**src/rtl/dac_interp_out.sv**
```systemverilog
// DAC output stage: pops samples from a FIFO and upsamples by 2^US_SHIFT.
// Define DAC_INTERP_LINEAR_EN for linear interpolation; otherwise zero-order hold.
module dac_interp_out #(
    parameter int DATA_WIDTH = 14,
    parameter int US_SHIFT   = 2
) (
    input  logic                  clk,
    input  logic                  rst_n,
    input  logic                  ena,
    input  logic                  fifo_empty,
    input  logic [DATA_WIDTH-1:0] fifo_rd_data,
    output logic                  fifo_rd_en,
    output logic [DATA_WIDTH-1:0] dac_data,
    output logic                  dac_valid,
    output logic                  underrun,
    output logic [1:0]            dbg_state
);

    // Handshake: fifo_rd_en is a pop request; fifo_rd_data is valid exactly one
    // cycle later (rd_pend_q=1), and the sample pair shifts on that cycle's edge.

    typedef enum logic [1:0] {
        IDLE  = 2'd0,
        PRIME = 2'd1,
        RUN   = 2'd2,
        UNDER = 2'd3
    } state_t;

    localparam logic [DATA_WIDTH-1:0] MIDSCALE = {1'b1, {(DATA_WIDTH-1){1'b0}}};
    localparam logic [US_SHIFT-1:0]   PH_LAST  = '1;
    localparam logic [US_SHIFT-1:0]   PH_PRE   = PH_LAST - US_SHIFT'(1);

    state_t                  state_q, state_d;
    logic [US_SHIFT-1:0]     phase_q, phase_d;
    logic                    prime_cnt_q, prime_cnt_d;
    logic                    rd_pend_q;
    logic [DATA_WIDTH-1:0]   prev_q, curr_q;
    logic [DATA_WIDTH-1:0]   dac_data_q, dac_data_d;
    logic                    dac_valid_q, dac_valid_d;
    logic                    underrun_q, underrun_d;
    logic [DATA_WIDTH-1:0]   interp;

`ifdef DAC_INTERP_LINEAR_EN
    localparam int PW = DATA_WIDTH + US_SHIFT + 2;

    logic signed [DATA_WIDTH:0] diff;
    logic signed [US_SHIFT:0]   phase_s;
    logic signed [PW-1:0]       prod;
    logic [DATA_WIDTH-1:0]      delta;

    // The result always lies between prev and curr, so modulo-2^W addition is exact.
    always_comb begin
        diff    = $signed({1'b0, curr_q}) - $signed({1'b0, prev_q});
        phase_s = $signed({1'b0, phase_q});
        prod    = PW'(diff) * PW'(phase_s);
        delta   = DATA_WIDTH'(prod >>> US_SHIFT);
        interp  = prev_q + delta;
    end
`else
    always_comb begin
        interp = prev_q;
    end
`endif

    always_comb begin
        state_d     = state_q;
        phase_d     = phase_q;
        prime_cnt_d = prime_cnt_q;
        fifo_rd_en  = 1'b0;
        if (!ena) begin
            state_d     = IDLE;
            phase_d     = '0;
            prime_cnt_d = 1'b0;
        end else begin
            unique case (state_q)
                IDLE: begin
                    state_d     = PRIME;
                    phase_d     = '0;
                    prime_cnt_d = 1'b0;
                end
                PRIME: begin
                    fifo_rd_en = !rd_pend_q && !fifo_empty;
                    if (rd_pend_q) begin
                        if (prime_cnt_q) begin
                            state_d = RUN;
                            phase_d = '0;
                        end else begin
                            prime_cnt_d = 1'b1;
                        end
                    end
                end
                RUN: begin
                    // Reading at N-2 lands the next sample exactly as the segment ends.
                    fifo_rd_en = (phase_q == PH_PRE) && !fifo_empty;
                    phase_d    = phase_q + US_SHIFT'(1);
                    if ((phase_q == PH_LAST) && !rd_pend_q) begin
                        state_d = UNDER;
                    end
                end
                UNDER: begin
                    fifo_rd_en = !rd_pend_q && !fifo_empty;
                    if (rd_pend_q) begin
                        state_d = RUN;
                        phase_d = '0;
                    end
                end
                default: state_d = IDLE;
            endcase
        end
    end

    always_comb begin
        dac_data_d  = MIDSCALE;
        dac_valid_d = 1'b0;
        underrun_d  = 1'b0;
        if (ena) begin
            unique case (state_q)
                RUN: begin
                    dac_data_d  = interp;
                    dac_valid_d = 1'b1;
                end
                UNDER: begin
                    dac_data_d = curr_q;
                    // First UNDER cycle is the only one whose predecessor output was valid.
                    underrun_d = dac_valid_q;
                end
                default: ;
            endcase
        end
    end

    always_ff @(posedge clk or negedge rst_n) begin
        if (!rst_n) begin
            state_q     <= IDLE;
            phase_q     <= '0;
            prime_cnt_q <= 1'b0;
            rd_pend_q   <= 1'b0;
            prev_q      <= '0;
            curr_q      <= '0;
            dac_data_q  <= MIDSCALE;
            dac_valid_q <= 1'b0;
            underrun_q  <= 1'b0;
        end else begin
            state_q     <= state_d;
            phase_q     <= phase_d;
            prime_cnt_q <= prime_cnt_d;
            rd_pend_q   <= fifo_rd_en;
            if (rd_pend_q) begin
                prev_q <= curr_q;
                curr_q <= fifo_rd_data;
            end
            dac_data_q  <= dac_data_d;
            dac_valid_q <= dac_valid_d;
            underrun_q  <= underrun_d;
        end
    end

    assign dac_data  = dac_data_q;
    assign dac_valid = dac_valid_q;
    assign underrun  = underrun_q;
    assign dbg_state = state_q;

    a_rd_legal : assert property (@(posedge clk) disable iff (!rst_n)
        fifo_rd_en |-> (ena && !fifo_empty && !rd_pend_q));
    a_under_invalid : assert property (@(posedge clk) disable iff (!rst_n)
        underrun |-> !dac_valid);

endmodule

```
**config.mk**
```make
export PLATFORM = sky130hd
export DESIGN_NAME = dac_interp_out
export DESIGN_NICKNAME = d
export VERILOG_FILES = /design/src/rtl/dac_interp_out.sv
export SDC_FILE = /design/constraint.sdc
export NUM_CORES = 1
export LEC_CHECK = 0
export CAP_MARGIN = 20
export CORE_AREA = 2 2 67 69
export CTS_CLUSTER_DIAMETER = 150
export DETAILED_ROUTE_END_ITERATION = 16
export DIE_AREA = 0 0 69 71
export PLACE_DENSITY = 0.7
export SLEW_MARGIN = 10
export SYNTH_ARGS = -nofsm -noshare
export SYNTH_HDL_FRONTEND = slang
export SYNTH_SLANG_ARGS = --single-unit
```
**constraint.sdc**
```tcl
create_clock -name clk -period 1.4 [get_ports clk]
set_input_delay 0.28 -clock clk [delete_from_list [all_inputs] [get_ports clk]]
set_output_delay 0.28 -clock clk [all_outputs]
set_load 0.02 [all_outputs]
```
Word level (Yosys, flattened, before mapping)
Cells that the tools add are included.
- $add $sub $neg: 1
- multipliers: 0
- divide/modulo/power cells: 0
- magnitude comparators: 0
- equality and inequality tests: 10
- shifts and indexed selects: 0
- mux-type cells: 22
- bitwise logic cells: 0
- reduce and logical (&&, ||, !) cells: 10
- operator list (operator ; number):
    14-bit one-hot mux with 2 select lines ; 1
    2-bit 2-to-1 mux ; 9
    2-bit one-hot mux with 4 select lines ; 2
    14-bit 2-to-1 mux ; 1
    3-bit != test, second input constant ; 4
    2-bit == test, second input constant ; 4
    1-bit 2-to-1 mux ; 7
    1-bit one-hot mux with 2 select lines ; 2
    4-bit AND reduction ; 1
    1-bit logical AND ; 3
    3-bit by 1-bit != test with 1-bit output, second input constant ; 1
    3-bit AND reduction ; 1
    2-bit by 1-bit adder with 2-bit output, second input constant ; 1
    2-bit by 1-bit == test with 1-bit output, second input constant ; 1
    1-bit zero test ; 2
    2-bit zero test ; 1
    2-bit AND reduction ; 1
    2-bit OR reduction ; 1
- bits in registers: 50
- latch bits: 0
- RAM bits: 0
- ROM bits: 0
- input bits: 18
- word-level logic and storage cells: 52
- memories: 0

Logic depth before layout (Yosys ltp)
- depth in word-level cells: 5
- gate-level depth with buffers: 4
- depth with buffers taken out: 4

Least setup slack after synthesis
OpenSTA, ideal clock, no wires.
- path type: register to output
- from: register state_q[0], in the netlist dbg_state[0]
- to: output port fifo_rd_en
- arrival time: 1.386 ns
- data required time: 1.120 ns
- setup slack: -0.266 ns
- stages on the path, launching flop included: 4
- path through: dfrtp_1 -> buf_4 -> nand3b_1 -> a211oi_1
- cells in the longest elaborated chain, start to end: 4
- elaborated cells between the ends (all ways): 6
- classes of those cells: eq/ne: 3; mux: 2; reduce/logical: 1
- RTL lines (what ; line ; RTL):
    from (decl) ; 33 ; state_t state_q, state_d;
    from (signal assigned) ; 144 ; state_q <= state_d;
    2-bit == test / 2-bit by 1-bit == test with 1-bit output (equally long branches) ; 75 ; unique case (state_q)
    2-bit OR reduction (no source line) ; - ;
    1-bit one-hot mux with 2 select lines (*) ; 75 ;
    1-bit 2-to-1 mux (*) ; 70 ; if (!ena) begin
    to (decl) ; 12 ; output logic fifo_rd_en,
Mark *: on every way between the ends. The rest lies on a longest branch, timed or not.

Worst setup path in the final report
- from: register phase_q[0]
- to: output port fifo_rd_en
- cells in the longest elaborated chain, start to end: 4
- RTL lines (what ; line ; RTL):
    from (decl) ; 34 ; logic [US_SHIFT-1:0] phase_q, phase_d;
    from (signal assigned) ; 145 ; phase_q <= phase_d;
    2-bit == test ; 94 ; fifo_rd_en = (phase_q == PH_PRE) && !fifo_empty;
    1-bit logical AND ; 94 ;
    1-bit one-hot mux with 2 select lines ; 75 ;
    1-bit 2-to-1 mux ; 70 ;
No other way between the ends.

==> metrics list <==
- Status: complete, but fails checks
- Violated checks: negative setup slack
* Data arrival, critical path: ~1.4 ns
* Part of the Yosys area used for sequential elements: 62.5%
- Clock-pin slew was measured on the worst setup and hold paths at about 0.1 ns.
- Clock tree buffer depth: 2
- The number of cells on the worst reg-to-reg path is 2.
- Synth top area share: between 60% and 70%
* CP endpoint kind: output port
- Setup WS post-layout: -0.282 ns
- Headroom to the max-slew limit came out at between 70% and 80%.
* Pin count of the biggest net entering global routing: 33
- After synthesis the cells add up to between 2000 and 2500 µm².
- 37 I/O pins were placed.
- Worst setup slack for register-to-register paths: ~0.16 ns
- Worst-path fanout max: 2
- Remaining global-route overflow: 0
* Count of antenna diodes in the layout: 0
- In this run the remaining antenna-violating nets after routing total 0.
* Classification of the worst setup path: reg -> out
* Die extent in y: about 71 µm
- For this run, global-route usage on met1 was measured as between 15 and 20%.
- Rows: 24
- The area growth from synthesis to layout is 25.9%.
* Die Span X: 69 µm
- The region available for standard cell placement spans about 4200 µm².
- Most Used Layer, Global Route: met2
- Residual DRC count: 0
- Initial Utilization: around 48%
- Buffers inserted during clock tree synthesis total 5.
- Worst Tran Pin Value: between 0.4 and 0.5 ns
* Seq cells post-synth: 50
- TritonCTS Sinks: 50
- The initial antenna violation count came to 0.
- Final Critical Period: 1.68 ns
* Post-layout utilization of the core: about 60%
* Critical Path Source: phase_q[0]$_DFFE_PN0P_
- Max-cap violation count: 0
* Terminus of the critical flop-to-flop path: interp[4]$_DFFE_PN0P_
- Average via count per standard cell: a little over 5
* IR Drop Worst-Case VDD: around 0.83 mV
* Mean instance size in the synthesized netlist: between 10 and 15 µm²
- Fill cells in the final layout number 351.
- TritonCTS built the clock tree.
- CP required: between 1 and 1.5 ns
- Setup Skew: 0.00822 ns
* Count of H-tree levels built during CTS: 2
- Once layout is complete, the cells apart from fillers number 235.
* Leakage component of the power: approximately 1.2 nW
- Netlist cell types: 25
- Number of buffers inserted to repair setup after CTS: 0
- Worst-skew pair later-pin latency: about 0.3 ns
- Setup TNS: -0.354 ns
- Crit path launch type: flip-flop
- Global routing used between 20% and 30% of the available met2 tracks.
- The first global-routing pass estimated between 6000 and 7000 µm of wire.
* Port Buffer Count: 36
- Final-stage net count: about 200
* Last weighted congestion value of the routability-driven placer: a little over 0.7
- Via count: roughly 1200
- Final worst path period share: 120%
- Critical register-to-register path startpoint: rd_pend_q$_DFF_PN0_
* First DRT Iteration DRCs: 38
- Met3 Resource Use GR: approximately 5.0%
- Final slew viol count: 0
- Post-synthesis cell count: 137
* Total power consumption of the routed design: just over 0.003 W
- Summed over all nets, the half-perimeter wirelength after detailed placement is about 2500 µm.
* # placed instances: around 230
- Number of global-route vias before repair: roughly 1300
- Areal power density over the cells: ~1200 nW/µm²
- Share of layout cells above drive strength 1: 31.7%
* Minimum hold slack: between 0.5 and 0.6 ns
- The cell sitting at the root of the clock tree is a sky130_fd_sc_hd__clkbuf_8.
* Die Footprint: around 5000 µm²
* Wire length per cell: between 15 and 20 µm
* Count of warnings emitted by yosys: 0
- Number of detailed-routing iterations run before antenna repair: 4
- The largest total area in the synthesized netlist belongs to sky130_fd_sc_hd__dfrtp_1.
* Endpoint of the worst setup timing path: fifo_rd_en
- Top cells by area, synth: sky130_fd_sc_hd__dfrtp_1, sky130_fd_sc_hd__mux2_2, sky130_fd_sc_hd__mux2i_1
- Global-route usage over all layers: roughly 16%
- Final setup viols: 2
- Wirelength, routed: ~3600 µm
- Derived from the worst setup path, the maximum achievable clock frequency is around 590 MHz.
- The tightest min-delay check is of the in -> async type.
* Mapped Nets: roughly 160
- Final hold violation count: 0
- Unrepaired setup endpoints after global routing: yes
-- Yosys cell counts --
| library cell | instances |
|---|---|
| sky130_fd_sc_hd__nand3_1 | 1 |
| sky130_fd_sc_hd__ha_1 | 2 |
| sky130_fd_sc_hd__nand2_1 | 1 |
| sky130_fd_sc_hd__o21ai_2 | 1 |
| sky130_fd_sc_hd__nor2_1 | 15 |
| sky130_fd_sc_hd__nand3b_1 | 1 |
| sky130_fd_sc_hd__a211oi_1 | 1 |
| sky130_fd_sc_hd__inv_1 | 2 |
| sky130_fd_sc_hd__and3_1 | 1 |
| sky130_fd_sc_hd__a41o_1 | 2 |
| sky130_fd_sc_hd__buf_4 | 5 |
| sky130_fd_sc_hd__o21a_1 | 1 |
| sky130_fd_sc_hd__o221a_2 | 1 |
| sky130_fd_sc_hd__nor4bb_1 | 2 |
| sky130_fd_sc_hd__buf_6 | 2 |
| sky130_fd_sc_hd__nand2_2 | 1 |
| sky130_fd_sc_hd__a211oi_2 | 1 |
| sky130_fd_sc_hd__buf_2 | 2 |
| sky130_fd_sc_hd__nand2b_1 | 1 |
| sky130_fd_sc_hd__dfstp_2 | 1 |
| sky130_fd_sc_hd__o21bai_1 | 1 |
| sky130_fd_sc_hd__dfrtp_1 | 49 |
| sky130_fd_sc_hd__mux2i_1 | 14 |
| sky130_fd_sc_hd__mux2_2 | 28 |
| sky130_fd_sc_hd__nor2b_1 | 1 |
-- metal layers --
layer | wire (µm) | share of wire [%]
met2 | 1910 | 54
met3 | 152 | 4.3
met5 | 0 | 0
met4 | 6 | 0.17
met1 | 1500 | 42
-- area by class of cell --
cell class	instances	area [µm²]	share of cell area, %
Sequential cell	50	1250	49.7
Multi-Input combinational cell	76	686	27.2
Timing Repair Buffer	47	420	16.7
Clock buffer	5	68.8	2.73
Tap cell	52	65.1	2.58
Clock inverter	3	21.3	0.843
Inverter	2	7.51	0.298
-- stage by stage --
step	setup WS (ns)	instance area, µm²
after floorplan	0.0211	2020
after global placement	-0.574	2440
after detailed placement	-0.591	2440
after CTS	-0.314	2520
after global routing	-0.398	2520
final	-0.282	2520
-- how the worst min path moves through the flow --
| stage | endpoint | slack [ns] | cells after the start |
|---|---|---|---|
| 6_report | curr_q[1]$_DFFE_PN0P_ | 0.51 | 3 |
| 5_1_grt | interp[6]$_DFFE_PN0P_ | 0.53 | 1 |
| 4_1_cts | curr_q[1]$_DFFE_PN0P_ | 0.51 | 3 |
| 3_5_place_dp | dbg_state[1]$_DFFE_PN0P_ | 0.30 | 2 |
| 3_3_place_gp | rd_pend_q$_DFF_PN0_ | 0.29 | 2 |
| 2_1_floorplan | curr_q[0]$_DFFE_PN0P_ | -0.02 | 0 |
-- logic make-up after synthesis --
kind of cell | after synthesis | synth area share [%]
flip-flops | 50 | 62.5
multiplexers | 42 | 22.7
AND/OR/NAND/NOR | 24 | 5.87
buffers and inverters | 11 | 3.87
AO/OA/AOI/OAI | 8 | 3.75
adder cells (fa/ha/maj) | 2 | 1.25
-- sequential cells by signal, summed over array words and instances, names as in the netlist --
signal,flops
curr_q,14
rd_pend_q,1
interp,14
prime_cnt_q,1
dac_data,14
dac_valid,1
phase_q,2
dbg_state,2
underrun,1
-- power breakdown --
| group | total (W) | internal [W] | switching [W] |
|---|---|---|---|
| Clock | 0.000820 | 0.000351 | 0.000469 |
| Combinational | 0.000459 | 0.000292 | 0.000167 |
| Sequential | 0.00181 | 0.00167 | 0.000133 |
-- worst max-delay path, stage by stage, from the launching register on --
cell	delay [ns]
sky130_fd_sc_hd__dfrtp_1	0.39
sky130_fd_sc_hd__inv_1	0.06
sky130_fd_sc_hd__ha_1	0.14
sky130_fd_sc_hd__nand3b_1	0.12
sky130_fd_sc_hd__a211oi_4	0.25
sky130_fd_sc_hd__buf_6	0.15
-- placed cells by master (no fill, tap or decap) --
cell | netlist | final
sky130_fd_sc_hd__o21a_1 | 1 | 1
sky130_fd_sc_hd__ha_1 | 2 | 2
sky130_fd_sc_hd__nand3b_1 | 1 | 1
sky130_fd_sc_hd__buf_2 | 2 | 2
sky130_fd_sc_hd__clkdlybuf4s15_2 | 0 | 2
sky130_fd_sc_hd__mux2i_1 | 14 | 14
sky130_fd_sc_hd__mux2_2 | 28 | 28
sky130_fd_sc_hd__dfrtp_1 | 49 | 48
sky130_fd_sc_hd__o21bai_1 | 1 | 1
sky130_fd_sc_hd__dlygate4sd2_1 | 0 | 15
sky130_fd_sc_hd__nand2b_1 | 1 | 1
sky130_fd_sc_hd__dfstp_2 | 1 | 1
sky130_fd_sc_hd__buf_4 | 5 | 10
sky130_fd_sc_hd__and3_1 | 1 | 1
sky130_fd_sc_hd__clkinvlp_4 | 0 | 1
sky130_fd_sc_hd__clkdlybuf4s50_1 | 0 | 16
sky130_fd_sc_hd__a211oi_4 | 0 | 1
sky130_fd_sc_hd__clkinv_2 | 0 | 1
sky130_fd_sc_hd__nor4bb_1 | 2 | 2
sky130_fd_sc_hd__nand2_2 | 1 | 1
sky130_fd_sc_hd__inv_1 | 2 | 2
sky130_fd_sc_hd__nor2_1 | 15 | 15
sky130_fd_sc_hd__dfrtp_2 | 0 | 1
sky130_fd_sc_hd__o221a_2 | 1 | 1
sky130_fd_sc_hd__clkbuf_8 | 0 | 5
sky130_fd_sc_hd__nor2b_1 | 1 | 1
sky130_fd_sc_hd__nand2_1 | 1 | 1
sky130_fd_sc_hd__buf_6 | 2 | 1
sky130_fd_sc_hd__o21ai_2 | 1 | 1
sky130_fd_sc_hd__a211oi_2 | 1 | 1
sky130_fd_sc_hd__clkinv_4 | 0 | 1
sky130_fd_sc_hd__dlygate4sd3_1 | 0 | 1
sky130_fd_sc_hd__nand3_1 | 1 | 1
sky130_fd_sc_hd__a41o_1 | 2 | 2
-- timing repair --
| item | CTS | global route |
|---|---|---|
| resized for setup | 31 | 0 |
| hold buffers | 1 | 0 |
| setup endpoints to repair | 19 | 2 |
| hold endpoints to repair | 49 | 0 |
| cloned | 0 | 0 |
Note: power is estimated with default switching activity, not from simulation.
